## config.mk

```make
export PLATFORM = sky130hd
export DESIGN_NAME = spi_receiver
export DESIGN_NICKNAME = d
export VERILOG_FILES = /design/src/rtl/spi_receiver_pkg.sv /design/src/rtl/spi_receiver_fifo.sv /design/src/rtl/spi_receiver.sv
export SDC_FILE = /design/constraint.sdc
export NUM_CORES = 1
export LEC_CHECK = 0
export CELL_PAD_IN_SITES_DETAIL_PLACEMENT = 0
export CELL_PAD_IN_SITES_GLOBAL_PLACEMENT = 1
export CORE_MARGIN = 3
export CORE_UTILIZATION = 43
export DETAILED_ROUTE_END_ITERATION = 10
export PLACE_DENSITY_LB_ADDON = 0.3
export RECOVER_POWER = 100
export SYNTH_ARGS = -nofsm -noshare
export SYNTH_HDL_FRONTEND = slang
export SYNTH_SLANG_ARGS = --single-unit
```

## constraint.sdc

```tcl
create_clock -name clk -period 2.53 [get_ports clk]
set_clock_uncertainty 0.05 [all_clocks]
set_input_delay 0.506 -clock clk [delete_from_list [all_inputs] [get_ports clk]]
set_output_delay 0.506 -clock clk [all_outputs]
set_load 0.01 [all_outputs]
```

## src/rtl/spi_receiver_pkg.sv

```systemverilog
// rtl/spi_receiver_pkg.sv - shared types for the SPI receiver
package spi_receiver_pkg;

  typedef logic [7:0] byte_t;

  localparam int SPI_BITS = 8;

  typedef enum logic [1:0] {
    IDLE,
    WAIT_LOW,
    SHIFT
  } rx_state_t;

endpackage

```

## src/rtl/spi_receiver_fifo.sv

```systemverilog
// rtl/spi_receiver_fifo.sv - first-word-fall-through byte buffer
// A push while full is only accepted when a pop frees the head slot in the same cycle.
module byte_fifo
  import spi_receiver_pkg::*;
#(
  parameter int DEPTH = 4
) (
  input  logic                     clk,
  input  logic                     rst,
  input  logic                     push,
  input  byte_t                    push_data,
  input  logic                     pop,
  output byte_t                    pop_data,
  output logic                     full,
  output logic                     empty,
  output logic [$clog2(DEPTH):0]   count
);

  localparam int AW = $clog2(DEPTH);

  byte_t         mem [DEPTH];
  logic [AW-1:0] wr_ptr;
  logic [AW-1:0] rd_ptr;
  logic [AW:0]   cnt;
  logic          do_push;
  logic          do_pop;

  assign empty    = (cnt == '0);
  assign full     = (cnt == (AW+1)'(DEPTH));
  assign count    = cnt;
  assign pop_data = mem[rd_ptr];
  assign do_pop   = pop && !empty;
  assign do_push  = push && (!full || do_pop);

  always_ff @(posedge clk or negedge rst) begin
    if (!rst) begin
      wr_ptr <= '0;
      rd_ptr <= '0;
      cnt    <= '0;
      for (int i = 0; i < DEPTH; i++) mem[i] <= '0;
    end else begin
      if (do_push) begin
        mem[wr_ptr] <= push_data;
        wr_ptr      <= wr_ptr + 1'b1;
      end
      if (do_pop) rd_ptr <= rd_ptr + 1'b1;
      case ({do_push, do_pop})
        2'b10:   cnt <= cnt + 1'b1;
        2'b01:   cnt <= cnt - 1'b1;
        default: cnt <= cnt;
      endcase
    end
  end

endmodule

```

## src/rtl/spi_receiver.sv

```systemverilog
// rtl/spi_receiver.sv - oversampling SPI byte receiver with FIFO and valid/ready output
module spi_receiver
  import spi_receiver_pkg::*;
#(
  parameter int SYNC_STAGES = 2,
  parameter int FIFO_DEPTH  = 4
) (
  input  logic       clk,
  input  logic       rst,
  input  logic       sclk,
  input  logic       mosi,
  input  logic       cs,
  output byte_t      data_out,
  output logic       valid,
  input  logic       ready,
  output logic       frame_active,
  output logic [7:0] byte_cnt,
  output logic       overrun,
  output logic       frame_err,
  input  logic       clr_err
);

  localparam logic [2:0] LAST_BIT = 3'(SPI_BITS - 1);

  logic [SYNC_STAGES-1:0] sclk_sync;
  logic [SYNC_STAGES-1:0] mosi_sync;
  logic [SYNC_STAGES-1:0] cs_sync;
  logic [SYNC_STAGES-1:0] sync_fill;
  logic                   sclk_s, mosi_s, cs_s;
  logic                   sclk_d, cs_d;
  logic                   rise_sclk, cs_fall, cs_rise;
  logic                   cs_armed;

  rx_state_t  state, state_n;
  byte_t      shreg;
  logic [2:0] bit_cnt;
  logic       start_frame, shift_en, drop_partial, err_set;
  logic       push_req, pop, fifo_full, fifo_empty, overrun_set;
  logic [$clog2(FIFO_DEPTH):0] fifo_count;

  assign sclk_s    = sclk_sync[SYNC_STAGES-1];
  assign mosi_s    = mosi_sync[SYNC_STAGES-1];
  assign cs_s      = cs_sync[SYNC_STAGES-1];
  assign rise_sclk = sclk_s && !sclk_d;
  assign cs_fall   = !cs_s && cs_d;
  assign cs_rise   = cs_s && !cs_d;

  // sync_fill marks when cs_s reflects the pin rather than the reset value, so a cs
  // held low through reset release cannot look like a fresh falling edge.
  always_ff @(posedge clk or negedge rst) begin
    if (!rst) begin
      sclk_sync <= '1;
      cs_sync   <= '1;
      mosi_sync <= '0;
      sync_fill <= '0;
      sclk_d    <= 1'b1;
      cs_d      <= 1'b1;
      cs_armed  <= 1'b0;
    end else begin
      sclk_sync <= {sclk_sync[SYNC_STAGES-2:0], sclk};
      cs_sync   <= {cs_sync[SYNC_STAGES-2:0], cs};
      mosi_sync <= {mosi_sync[SYNC_STAGES-2:0], mosi};
      sync_fill <= {sync_fill[SYNC_STAGES-2:0], 1'b1};
      sclk_d    <= sclk_s;
      cs_d      <= cs_s;
      cs_armed  <= cs_armed || (sync_fill[SYNC_STAGES-1] && cs_s);
    end
  end

  always_ff @(posedge clk or negedge rst) begin
    if (!rst) state <= IDLE;
    else      state <= state_n;
  end

  always_comb begin
    state_n      = state;
    start_frame  = 1'b0;
    shift_en     = 1'b0;
    drop_partial = 1'b0;
    err_set      = 1'b0;
    if (state != IDLE && cs_rise) begin
      state_n      = IDLE;
      drop_partial = 1'b1;
      // A lone bit with sclk high is the transmitter's closing clock edge, not data.
      if (bit_cnt >= 3'd2)                   err_set = 1'b1;
      else if (bit_cnt == 3'd1 && !sclk_s)   err_set = 1'b1;
    end else begin
      case (state)
        IDLE: begin
          if (cs_fall && cs_armed) begin
            state_n     = WAIT_LOW;
            start_frame = 1'b1;
          end
        end
        WAIT_LOW: if (!sclk_s) state_n = SHIFT;
        SHIFT:    if (rise_sclk) shift_en = 1'b1;
        default:  state_n = IDLE;
      endcase
    end
  end

  assign push_req    = shift_en && (bit_cnt == LAST_BIT);
  assign pop         = valid && ready;
  assign overrun_set = push_req && fifo_full && !pop;

  always_ff @(posedge clk or negedge rst) begin
    if (!rst) begin
      shreg    <= '0;
      bit_cnt  <= '0;
      byte_cnt <= '0;
    end else if (start_frame) begin
      shreg    <= '0;
      bit_cnt  <= '0;
      byte_cnt <= '0;
    end else if (drop_partial) begin
      bit_cnt  <= '0;
    end else if (shift_en) begin
      shreg <= {shreg[6:0], mosi_s};
      if (bit_cnt == LAST_BIT) begin
        bit_cnt <= '0;
        if (byte_cnt != 8'hFF) byte_cnt <= byte_cnt + 1'b1;
      end else begin
        bit_cnt <= bit_cnt + 1'b1;
      end
    end
  end

  always_ff @(posedge clk or negedge rst) begin
    if (!rst) begin
      overrun   <= 1'b0;
      frame_err <= 1'b0;
    end else begin
      if (overrun_set)  overrun <= 1'b1;
      else if (clr_err) overrun <= 1'b0;
      if (err_set)      frame_err <= 1'b1;
      else if (clr_err) frame_err <= 1'b0;
    end
  end

  byte_fifo #(.DEPTH(FIFO_DEPTH)) u_fifo (
    .clk       (clk),
    .rst       (rst),
    .push      (push_req),
    .push_data ({shreg[6:0], mosi_s}),
    .pop       (pop),
    .pop_data  (data_out),
    .full      (fifo_full),
    .empty     (fifo_empty),
    .count     (fifo_count)
  );

  assign valid        = !fifo_empty;
  assign frame_active = (state != IDLE);

  a_valid_count: assert property (@(posedge clk) disable iff (!rst) valid == (fifo_count != '0));

endmodule

```

==> results.sh, run 1 <==
export IMPL_status="finished, violations left"
export IMPL_violations="capacitance limit, slew limit"
export IMPL_core_area_sq_um=7330
export IMPL_wl_per_cell_microns=15.9
export IMPL_final_nets=315
export IMPL_period_share_pct=96.7
export IMPL_endpoint_kind="primary output"
export IMPL_switchingPower_uw=755
export IMPL_arrival_ns=1.89
export IMPL_drtIter0Drc=114
export IMPL_cp_required_ns=1.97
export IMPL_grt_pass1_wl_mm=11.0
export IMPL_insertion_delay_ns=0.34
export IMPL_combPwrFrac_pct=16.1
export IMPL_cts_tree="done"
export IMPL_io_buffers=26
export IMPL_hold_viol=0
export IMPL_num_rows=31
export IMPL_num_antenna_cells=0
export IMPL_final_area_sq_um=3920
export IMPL_clk_pin_slew_ns=0.08
export IMPL_grt_util_met2_pct=23.5
export IMPL_setup_viol=0
export IMPL_report_final_slew_viol_count=73
export IMPL_first_global_vias=2116
export IMPL_critPathKind="reg -> out"
export IMPL_overflow=0
export IMPL_cp_start_kind="flip-flop"
export IMPL_synth_edf_count=0
export IMPL_cellLeakagePower_uw=0.00183
export IMPL_yosysMostFrequentCell="dfrtp_1"
export IMPL_die_area_sq_um=8750
export IMPL_sequentialPowerShare_pct=47.8
export IMPL_met3_usage_pct=3.62
export IMPL_placed_area_sq_um=3750
export IMPL_synthTopCellsByCount="66 x dfrtp_1, 30 x mux2_2, 18 x nor2_1"
export IMPL_dp_slack_ns=0.162
export IMPL_synth_largest_area_cell="dfrtp_1"
export IMPL_layout_min_cycle_time_ns=2.45
export IMPL_ys_seq_elements=72
export IMPL_die_h_microns=93.5
export IMPL_crit_fanout=5
export IMPL_p_sw_share_pct=27.5
export IMPL_synth_top_family_by_area="multiplexers"
export IMPL_gp_congestion=0.744
export IMPL_tightest_slew_ns=1.75
export IMPL_synthAdderAreaFrac_pct=4.02
export IMPL_ff2ff_setup_slack_ns=0.17
export IMPL_post_cts_buffers=0
export IMPL_grt_max_degree=73
export IMPL_yosysTopAreaCellShare_pct=50.1
export IMPL_area_growth_pct=19.1
export IMPL_min_path_type="reg -> reg"
export IMPL_syn_area_per_cell_sq_um=12.8
export IMPL_ys_async_sr_fraction_pct=100
export IMPL_power_density_nw_per_um2=701
export IMPL_grt_use_met1_pct=23.9
export IMPL_final_antenna_net_count=0
export IMPL_cts_made_buffers=9
export IMPL_top_usage_layer="met1"
export IMPL_grt_usage_pct=16.4
export IMPL_ios=27
export IMPL_muxShareOfSynthArea_pct=19.4
export IMPL_antenna_found_initial=0
export IMPL_synth_area_top_cells="dfrtp_1 50%, mux2_2 10%, mux4_2 5.5%"
export IMPL_synth_compound_area_share_pct=6.11
export IMPL_synthXorXnorAreaFrac_pct=0.797
export IMPL_cts_buffer_depth=2
export IMPL_rsz0062_at_grt="false"
export IMPL_synthSimpleGateAreaFrac_pct=12.4
export IMPL_tns_ns=0
export IMPL_synth_cells=257
export IMPL_drive_above_1_share_pct=22.1
export IMPL_clkPwrFrac_pct=36.1
export IMPL_start_util_pct=45.0
export IMPL_intPower_uw=1990
export IMPL_maxSlewHeadroom_pct=-16.6
export IMPL_wirelength_mm=6.39
export IMPL_synth_seq_area_share_pct=54.9
export IMPL_synth_fp_nets=274
export IMPL_via_per_inst=5.37
export IMPL_die_w_microns=93.5
export IMPL_ys_flop_type="dfrtp_1"
export IMPL_cts_root_buf="clkbuf_8"
export IMPL_hpwl_mm=4.35
export IMPL_yosysWarnings=0
export IMPL_dr_total_vias=2160
export IMPL_netlist_area_sq_um=3300
export IMPL_clock_sinks=72
export IMPL_h_tree_depth=3
export IMPL_drtPass1Iterations=4
export IMPL_ys_types=47
export IMPL_maxCapViolations=1
export IMPL_drc=0
export IMPL_setup_slack_ns=0.0830
export IMPL_max_vdd_ir_drop_mv=0.530
export IMPL_timing_fmax_ghz=0.409
## metal layers
layer	up-vias	part of all wire, %
met5	-	0
met4	0	1.4
met3	8	3.1
met2	31	47
met1	1101	49
li1	1020	-
## cell usage in the layout, fill, tap and decap left out, types with 2 or more instances in the layout
master           instances
o41ai_1                  2
nand4_1                  3
clkbuf_8                 9
nand2_1                  9
dlygate4sd3_1           15
dfrtp_1                 66
nand3_1                  9
or4_1                    2
nor2_1                  18
inv_1                   10
o211ai_1                 2
dfstp_2                  3
mux2i_1                 10
mux2_2                  30
a31oi_1                  2
mux2_1                   2
nor2b_1                  3
clkbuf_1                 7
and3_1                   3
o31ai_1                  3
clkdlybuf4s50_1         10
nand3b_1                 2
xnor2_1                  3
nand2b_1                 3
nor4_1                   3
o31a_1                   2
a21oi_1                  8
dfstp_1                  3
or3_1                    5
nor3_1                   4
mux4_2                   8
bufinv_16                2
buf_4                    7
ha_1                     9
o21ai_0                  5
## power by group through the flow
stage / clock [uW] / combinational (uW) / sequential [uW]
5_1_grt: 1070 / 498 / 1330
4_1_cts: 1020 / 465 / 1320
2_1_floorplan: 0 / 323 / 1290
3_3_place_gp: 0 / 454 / 1330
3_5_place_dp: 0 / 462 / 1340
6_report: 992 / 444 / 1310
## critical path: stages, from the launching register on
cell	delay [ns]
dfrtp_1	0.36
buf_4	0.17
mux4_2	0.52
clkdlybuf4s50_1	0.49
## sequential cells by signal (all words and copies together), names as in the netlist
signal / cells
mosi_sync: 2
cs_d: 1
u_fifo.mem: 32
u_fifo.count: 3
frame_err: 1
overrun: 1
u_fifo.rd_ptr: 2
state: 2
sclk_d: 1
byte_cnt: 8
cs_armed: 1
bit_cnt: 3
sclk_sync: 2
u_fifo.wr_ptr: 2
sync_fill: 2
shreg: 7
cs_sync: 2
## layout make-up
type | instances | area, sq um
Inverter | 10 | 37.5
Clock inverter | 5 | 81.3
Clock buffer | 11 | 131
Fill cell | 653 | 3410
Multi-Input combinational cell | 166 | 1410
Tap cell | 99 | 124
Timing Repair Buffer | 39 | 332
Sequential cell | 72 | 1810
## final timing paths
check	start	end	cells after the start
min in group asynchronous	rst	u_fifo.mem[31]$_DFFE_PN0P_	2
worst min-delay path	mosi_sync[0]$_DFF_PN0_	mosi_sync[1]$_DFF_PN0_	0
worst max register to register	bit_cnt[1]$_DFFE_PN0P_	u_fifo.count[2]$_DFFE_PN0P_	10
worst max-delay path	u_fifo.rd_ptr[0]$_DFFE_PN0P_	data_out[2]	3
max in group asynchronous	rst	bit_cnt[2]$_DFFE_PN0P_	2
worst min register to register	mosi_sync[0]$_DFF_PN0_	mosi_sync[1]$_DFF_PN0_	0
## logic make-up (layout without fill, tap and decap cells)
family | count (synthesis) | count (layout)
multiplexers | 50 | 50
buffers and inverters | 19 | 65
XOR/XNOR | 3 | 3
other | 1 | 1
AND/OR/NAND/NOR | 72 | 72
AO/OA/AOI/OAI | 30 | 30
flip-flops | 72 | 72
adder cells (fa/ha/maj) | 10 | 10
## timing repair
item	in CTS	in global routing
hold buffers	0	0
gates resized for setup	0	1
endpoints found under the setup margin	0	5
## through the flow
step	util [%]	hold WS, ns	std cells	power, uW
3_3_place_gp	51.2	0.283	386	1790
5_1_grt	53.5	0.318	402	2890
3_5_place_dp	51.2	0.290	386	1800
4_1_cts	54.1	0.136	402	2800
2_1_floorplan	-	0.160	257	1610
6_report	53.5	0.309	402	2750
(Power assumes the default switching activity.)
==> inputs of run 2 (changes only) <==
CORE_ASPECT_RATIO = 1.5   (was unset)
SYNTH_HIERARCHICAL = 1   (was unset)
==> results.sh, run 2 <==
export IMPL_wirelength_mm=6.18
export IMPL_wl_per_cell_microns=15.3
export IMPL_dpl_cell_count=387
export IMPL_cellLeakagePower_uw=0.00188
export IMPL_die_h_microns=112
export IMPL_gp_congestion=0.733
export IMPL_setup_viol=0
export IMPL_clk_pin_slew_ns=0.07
export IMPL_grt_pass1_wl_mm=10.6
export IMPL_syn_area_per_cell_sq_um=13.3
export IMPL_setup_slack_ns=0.0658
export IMPL_h_tree_depth=3
export IMPL_final_nets=316
export IMPL_arrival_ns=1.91
export IMPL_cp_start_kind="flip-flop"
export IMPL_stdcell_count=403
export IMPL_synth_fp_nets=263
export IMPL_grt_max_degree=55
export IMPL_area_growth_pct=21.0
export IMPL_cts_buffer_depth=2
export IMPL_endpoint_kind="primary output"
export IMPL_yosysTopAreaCellShare_pct=50.9
export IMPL_rsz0062_at_grt="false"
export IMPL_tns_ns=0
export IMPL_min_path_type="in -> async"
export IMPL_maxSlewHeadroom_pct=23.7
export IMPL_cp_required_ns=1.97
export IMPL_cts_made_buffers=9
export IMPL_ys_types=46
export IMPL_num_antenna_cells=0
export IMPL_largest_reg_flops=32
export IMPL_tightest_slew_ns=1.14
export IMPL_grt_usage_pct=16.1
export IMPL_layout_min_cycle_time_ns=2.46
export IMPL_cts_root_buf="clkbuf_8"
export IMPL_ys_async_sr_fraction_pct=100
export IMPL_netlist_area_sq_um=3250
export IMPL_die_w_microns=77.0
export IMPL_regMostFlops="u_fifo/mem"
export IMPL_p_sw_share_pct=27.7
export IMPL_clock_sinks=72
export IMPL_reg_top3="u_fifo/mem x32, byte_cnt x8, shreg x7"
export IMPL_insertion_delay_ns=0.35
export IMPL_antenna_found_initial=0
export IMPL_synth_edf_count=0
export IMPL_drtPass1Iterations=4
export IMPL_maxCapViolations=0
export IMPL_synth_cells=245
export IMPL_layout_commonest_cell="dfrtp_1"
export IMPL_crit_fanout=10
export IMPL_final_area_sq_um=3930
export IMPL_critPathKind="reg -> out"
export IMPL_drc=0
export IMPL_ys_seq_elements=72
export IMPL_dr_total_vias=2083
export IMPL_clkPwrFrac_pct=32.8
export IMPL_hpwl_mm=4.36
export IMPL_die_area_sq_um=8650
export IMPL_final_util_pct=54.0
export IMPL_cts_tree="done"
export IMPL_core_area_sq_um=7270
export IMPL_num_rows=38
export IMPL_hold_viol=0
export IMPL_final_cell_mix="66 x dfrtp_1, 31 x mux2_2, 17 x nor2_1"
export IMPL_status="finished, final reports clean"
export IMPL_intPower_uw=1980
export IMPL_synthTopCellsByCount="66 x dfrtp_1, 31 x mux2_2, 16 x inv_1, 15 x nor2_1"
export IMPL_overflow=0
export IMPL_placed_area_sq_um=3800
export IMPL_synth_area_top_cells="dfrtp_1 51%, mux2_2 11%, mux4_2 5.5%"
export IMPL_synth_largest_area_cell="dfrtp_1"
export IMPL_dp_slack_ns=-0.195
export IMPL_power_density_nw_per_um2=696
export IMPL_period_share_pct=97.4
export IMPL_yosysWarnings=6
export IMPL_holdBufCountCts=0
export IMPL_max_vdd_ir_drop_mv=0.642
export IMPL_timing_fmax_ghz=0.406
export IMPL_synth_seq_area_share_pct=55.7
export IMPL_start_util_pct=44.6
export IMPL_ys_flop_type="dfrtp_1"
export IMPL_report_final_slew_viol_count=0
export IMPL_ios=27
export IMPL_combPwrFrac_pct=20.4
export IMPL_yosysMostFrequentCell="dfrtp_1"
export IMPL_drtIter0Drc=62
export IMPL_sequentialPowerShare_pct=46.8
export IMPL_final_antenna_net_count=0
export IMPL_first_global_vias=2172
export IMPL_switchingPower_uw=756
export IMPL_via_per_inst=5.17
export IMPL_io_buffers=26
export IMPL_drive_above_1_share_pct=26.1
run 2: cell types whose count changed after synthesis, moves of 3 or more:
cell / delta
inv_1: +6
clkbuf_1: -5
nand2_2: -4
nor2_2: +4
nor2_1: -3
xor2_1: +3
run 2: path summary, 6_finish.rpt:
path,cells past startpoint,start,slack [ns],end
min in group clk,0,sync_fill[0]$_DFF_PN0_,0.30,sync_fill[1]$_DFF_PN0_
worst min-delay path,1,rst,0.27,state[1]$_DFFE_PN0P_
worst max register to register,11,bit_cnt[0]$_DFFE_PN0P_,0.20,u_fifo/count[2]$_DFFE_PN0P_
worst min register to register,0,sync_fill[0]$_DFF_PN0_,0.30,sync_fill[1]$_DFF_PN0_
worst max-delay path,3,u_fifo/rd_ptr[0]$_DFFE_PN0P_,0.07,data_out[6]
max in group asynchronous,2,rst,0.45,u_fifo/rd_ptr[0]$_DFFE_PN0P_
run 2: logic make-up (layout without fill, tap and decap cells):
kind of cell	after synthesis	count (layout)	share of synthesized area, %
AO/OA/AOI/OAI	23	23	4.70
XOR/XNOR	6	6	1.62
adder cells (fa/ha/maj)	11	11	4.47
buffers and inverters	21	79	2.54
flip-flops	72	72	55.7
multiplexers	51	51	20.1
other	1	1	0.115
AND/OR/NAND/NOR	60	60	10.8
run 2: metrics by stage:
step / power, uW / hold WS [ns]
global placement: 1870 / 0.284
CTS: 2810 / 0.0531
finish: 2730 / 0.273
floorplan: 1620 / 0.160
detailed placement: 1890 / 0.290
global route: 2890 / 0.310
run 2: power groups by stage:
stage | sequential [uW] | combinational, uW | clock (uW)
final | 1280 | 558 | 896
after global routing | 1290 | 622 | 983
after CTS | 1280 | 595 | 935
after detailed placement | 1300 | 592 | 0
after global placement | 1300 | 576 | 0
after floorplan | 1300 | 327 | 0
run 2: layer usage:
metal	up-vias	global-route usage (%)	share of wire (%)	routed length [microns]
met1	1071	18.2	41	2510
met3	10	3.85	2.8	174
met2	27	28.2	54	3350
li1	975	-	-	-
met4	0	7.98	2.2	138
met5	-	0	0	0
run 2: layout make-up:
type	count	area [sq um]
flip-flops and latches	72	1810
multi-input cells	152	1360
clock inverters	5	56.3
repair buffers	47	382
fillers	652	3350
inverters	16	60.1
well taps	100	125
clock buffers	11	141
run 2: critical path: stages, from the launching register on:
cell             delay, ns
dfrtp_1               0.37
buf_12                0.16
mux4_2                0.53
clkdlybuf4s50_1       0.50
run 2: what timing repair did:
item	in CTS	in global routing
setup buffers	0	0
resized for setup	0	1
setup endpoints to repair	0	1
==> inputs of run 3 (changes only) <==
CTS_CLUSTER_SIZE = 24   (was unset)
==> results of run 3 <==
Final layout, timing and power as in run 2 (identical DEF).
